## config.mk

```make
export PLATFORM = sky130hd
export DESIGN_NAME = frame_sym_scheduler
export DESIGN_NICKNAME = d
export VERILOG_FILES = /design/src/rtl/frame_sym_scheduler.sv
export SDC_FILE = /design/constraint.sdc
export NUM_CORES = 1
export LEC_CHECK = 0
export BUFFER_PORTS_ARGS = -buffer_cell sky130_fd_sc_hd__buf_2
export CORE_ASPECT_RATIO = 2
export CORE_MARGIN = 2
export CORE_UTILIZATION = 45
export DETAILED_ROUTE_END_ITERATION = 6
export PLACE_DENSITY = 0.7
export SETUP_SLACK_MARGIN = 0.3
export SLEW_MARGIN = 15
export SYNTH_ARGS = -nofsm -noshare
export SYNTH_HDL_FRONTEND = slang
export SYNTH_SLANG_ARGS = --single-unit
export TNS_END_PERCENT = 100
```

## constraint.sdc

```tcl
create_clock -name i_clk -period 5.85 [get_ports i_clk]
set_input_delay 0.2925 -clock i_clk [delete_from_list [all_inputs] [get_ports i_clk]]
set_output_delay 0.2925 -clock i_clk [all_outputs]
set_load 0.01 [all_outputs]
```

## src/rtl/frame_sym_scheduler.sv

```systemverilog
// frame_sym_scheduler: per-frame walk of the symbol program buffer into staging, atomic commit to render shadows.
// Revision 1.0 - initial release
`default_nettype none

module frame_sym_scheduler #(
  parameter int PROG_BITS = 48,
  parameter int NUM_SYM   = 2,
  parameter int IDX_W     = 1
) (
  input  logic                         i_clk,
  input  logic                         rst,
  input  logic                         n_vsync,
  input  logic                         is_sym_mode,
  input  logic                         buf_we,
  input  logic [NUM_SYM-1:0]           valid_idx,
  input  logic [PROG_BITS-1:0]         rdata,
  output logic                         re,
  output logic [IDX_W-1:0]             raddr,
  output logic [NUM_SYM*PROG_BITS-1:0] sym_attr,
  output logic [NUM_SYM-1:0]           sym_valid,
  output logic                         busy,
  output logic                         frame_done,
  output logic                         overrun
);

  typedef enum logic [1:0] {
    IDLE    = 2'd0,
    ISSUE   = 2'd1,
    CAPTURE = 2'd2,
    COMMIT  = 2'd3
  } state_t;

  localparam logic [IDX_W-1:0] LAST_IDX = IDX_W'(NUM_SYM - 1);

  state_t                       state;
  state_t                       state_nxt;
  logic [IDX_W-1:0]             idx;
  logic                         n_vsync_q;
  logic                         vsync_start;
  logic                         is_last;
  logic                         start_walk;
  logic                         skip_id;
  logic                         capture_id;
  logic                         advance;
  logic [PROG_BITS-1:0]         stage [NUM_SYM];
  logic [NUM_SYM-1:0]           stage_valid;
  logic [NUM_SYM*PROG_BITS-1:0] stage_flat;

  assign vsync_start = n_vsync_q & ~n_vsync;
  assign is_last     = (idx == LAST_IDX);
  assign raddr       = idx;
  assign busy        = (state != IDLE);
  assign frame_done  = (state == COMMIT);

  generate
    for (genvar g = 0; g < NUM_SYM; g++) begin : g_pack
      assign stage_flat[g*PROG_BITS +: PROG_BITS] = stage[g];
    end
  endgenerate

  always_ff @(posedge i_clk) begin
    if (rst) state <= IDLE;
    else     state <= state_nxt;
  end

  // Mode drop aborts from ISSUE or CAPTURE; a pending write only stalls a real read.
  always_comb begin
    state_nxt  = state;
    start_walk = 1'b0;
    skip_id    = 1'b0;
    capture_id = 1'b0;
    advance    = 1'b0;
    re         = 1'b0;
    case (state)
      IDLE: begin
        if (vsync_start && is_sym_mode) begin
          start_walk = 1'b1;
          state_nxt  = ISSUE;
        end
      end
      ISSUE: begin
        if (!is_sym_mode) begin
          state_nxt = IDLE;
        end else if (!valid_idx[idx]) begin
          skip_id   = 1'b1;
          advance   = 1'b1;
          state_nxt = is_last ? COMMIT : ISSUE;
        end else if (!buf_we) begin
          re        = 1'b1;
          state_nxt = CAPTURE;
        end
      end
      CAPTURE: begin
        if (!is_sym_mode) begin
          state_nxt = IDLE;
        end else begin
          capture_id = 1'b1;
          advance    = 1'b1;
          state_nxt  = is_last ? COMMIT : ISSUE;
        end
      end
      COMMIT:  state_nxt = IDLE;
      default: state_nxt = IDLE;
    endcase
  end

  always_ff @(posedge i_clk) begin
    if (rst) begin
      n_vsync_q   <= 1'b1;
      idx         <= '0;
      overrun     <= 1'b0;
      stage_valid <= '0;
      sym_attr    <= '0;
      sym_valid   <= '0;
      for (int k = 0; k < NUM_SYM; k++) stage[k] <= '0;
    end else begin
      n_vsync_q <= n_vsync;
      if (vsync_start && (state != IDLE)) overrun <= 1'b1;
      if (start_walk) begin
        idx         <= '0;
        stage_valid <= '0;
        for (int k = 0; k < NUM_SYM; k++) stage[k] <= '0;
      end else if (advance && !is_last) begin
        idx <= idx + 1'b1;
      end
      if (skip_id) begin
        stage_valid[idx] <= 1'b0;
        stage[idx]       <= '0;
      end
      if (capture_id) begin
        stage_valid[idx] <= 1'b1;
        stage[idx]       <= rdata;
      end
      if (state == COMMIT) begin
        sym_attr  <= stage_flat;
        sym_valid <= stage_valid;
      end
    end
  end

endmodule

`default_nettype wire

```

==> reports/metrics.yaml <==
run_status: "finished clean"
postPlaceCellArea_sq_um: 8364
gp_congestion: 0.7867
cp_num_buf_inv: 2
utilization_pct: 54.67
synthMuxAreaShare_pct: 13.43
drt_pass1_iterations: 4
grt_antenna_before_repair: 1
totalPowerFinal_mw: 2.650
clock.fmax_ghz: 0.3325
clock_latency_ns: 0.47
max_slew_margin_pct: 30.07
fin_crit_sh_pct: 51.41
power_density_nw_per_um2: 299.5
holdBufCountCts: 0
routedWlPerCell_um: 16.25
drive_gt1_share_pct: 26.21
synth_top_family_by_area: "simple AND/OR/NAND/NOR gates"
post_synth.cell_area_avg_sq_um: 13.08
io_pins: 158
hold_start: "n_vsync"
worstSetupStartpointType: "register"
arrival_ns: 2.72
start_util_pct: 45.83
synth_compound_area_share_pct: 1.721
tritoncts: "yes"
finalHoldViolCount: 0
grt_max_degree: 105
grt_overflow: 0
via_per_inst: 4.904
cts.sinks: 201
critPathSlowestCell: "buf_4"
critPathMaxStageDelay_ns: 0.80
grt_pass1_vias: 4576
setup_viol: 0
synth_xor_area_share_pct: 0
finalWorstSetupSlack_ns: 2.842
placed_cells: 900
synth_edf_count: 96
die_w_um: 94.78
rsz0062_at_grt: "no"
final_common_cell: "buf_2"
holdCritPathClass: "in -> reg"
timing.rr.start: "state[1]"
nFillCells: 1447
critPathKind: "reg -> out"
initialDrtViolationCount: 158
track_usage_pct: 17.19
async_reset_ff_share_pct: 0
post-cts-setup-buffers: 0
max_cap_viol_count: 0
clock_path_buffers: 3
drtAntennaViolNets: 0
synth.yosys.seq_area_share_pct: 67.21
final_cell_mix: "buf_2 (156), dfxtp_1 (105), nor2_1 (99)"
rrSetupSlack_ns: 3.34
holdWs_ns: 0.06442
core_area_sq_um: 16190
vias: 4561
area_delta_synth_final_pct: 19.30
synth_fa_ha_area_share_pct: 0.6748
synthFlopType: "dfxtp_1"
period_minus_slack_ns: 3.008
h-tree-depth: 1
fin_cells: 930
clock-skew-final_ns: 0.01015
synth_top_area_share_pct: 38.87
synth_cell_types: 35
cp_data_required_time_ns: 5.56
route.detailed.drc: 0
end_kind: "primary output"
die_h_um: 185.6
slew_viol_final: 0
dp_hpwl_um: 10380
portBuffers: 157
synthTopCellsByArea: "edfxtp_1 (39%), dfxtp_1 (28%), mux2i_1 (13%)"
critical-path-top-delay-family: "buffers and inverters"
leakagePower_nw: 3.589
post_cts_resized: 0
worst_slew_pin_slew_ns: 1.049
r2r-end: "sym_attr[72]"
grt_first_pass_wirelength_um: 23110
worstPathCellList: "ha_4 -> buf_4 -> buf_2"
cts-root-buf: "clkbuf_16"
synth_seq_cells: 201
drt-total-wl_um: 15110
synth.cell_area_sq_um: 7417
nets: 774
cts_buffers: 17
dp_slack_ns: 3.185
num_rows: 66
clk_pin_slew_ns: 0.07
setup_tns_ns: 0
r2r_cells: 4
crit_fanout: 54
fin_area_sq_um: 8848
synth-simple-area-share_pct: 14.39
whs_path_depth: 3
min_to: "n_vsync_q"
synthesis.nets: 626
max-vdd-ir-drop_mv: 0.1962
yosysTopAreaCell: "edfxtp_1"
ys_warn_count: 0
die_area_sq_um: 17590
syn_inst: 567
[flip-flops by register name, indices dropped and copies added, names as in the netlist]
name	cells
sym_valid	2
sym_attr	96
overrun	1
n_vsync_q	1
state	2
stage	96
stage_valid	2
raddr	1
[cell type report]
class	instances	area, sq um	area share, %
Inverter	6	22.52	0.2545
Sequential cell	201	4985	56.33
Clock buffer	26	469.2	5.303
Timing Repair Buffer	161	818.3	9.248
Antenna cell	1	2.502	0.02828
Tap cell	204	255.2	2.885
Multi-Input combinational cell	328	2283	25.81
Clock inverter	3	12.51	0.1414
[synthesized netlist by cell type, drive strengths merged, types with 2 or more instances]
master / n
o21ai: 3
ha: 4
buf: 19
edfxtp: 96
clkbuf: 13
a21oi: 4
nor2: 100
nor3b: 2
dfxtp: 105
mux2i: 98
and2: 96
nand2: 4
inv: 6
[routing by layer]
metal  up-vias  track usage (%)  wire length, um
li1       2221                -                -
met1      2182            18.86             5512
met2       127            32.17             8413
met3        31            2.267              652
met4         0            7.536              536
met5         -                0                0
[power breakdown]
group,switching [mW],internal [mW]
Sequential,0.0158,1.52
Combinational,0.0669,0.0318
Clock,0.462,0.553
[worst max-delay path by stage]
stage	from	to	slack, ns	cells after the start
floorplan	raddr	stage[0][0]	0.84	3
global placement	rst	stage[1][0]	3.24	4
detailed placement	rst	stage[1][0]	3.18	4
CTS	state[1]	frame_done	2.78	3
global route	state[1]	frame_done	2.68	3
finish	state[1]	frame_done	2.84	3
[tightest hold or removal path: stages]
cell     delay, ns
buf_2         0.09
inv_1         0.05
nand2_1       0.06
[cells by family (layout without fill, tap and decap cells)]
family | after synthesis | after routing
AOI/OAI and AO/OA | 16 | 16
and+or+nand+nor | 209 | 209
adders and majority gates | 4 | 4
other | 0 | 1
buffers and inverters | 38 | 196
muxes | 99 | 99
DFF | 201 | 201
(Power assumes the default switching activity.)
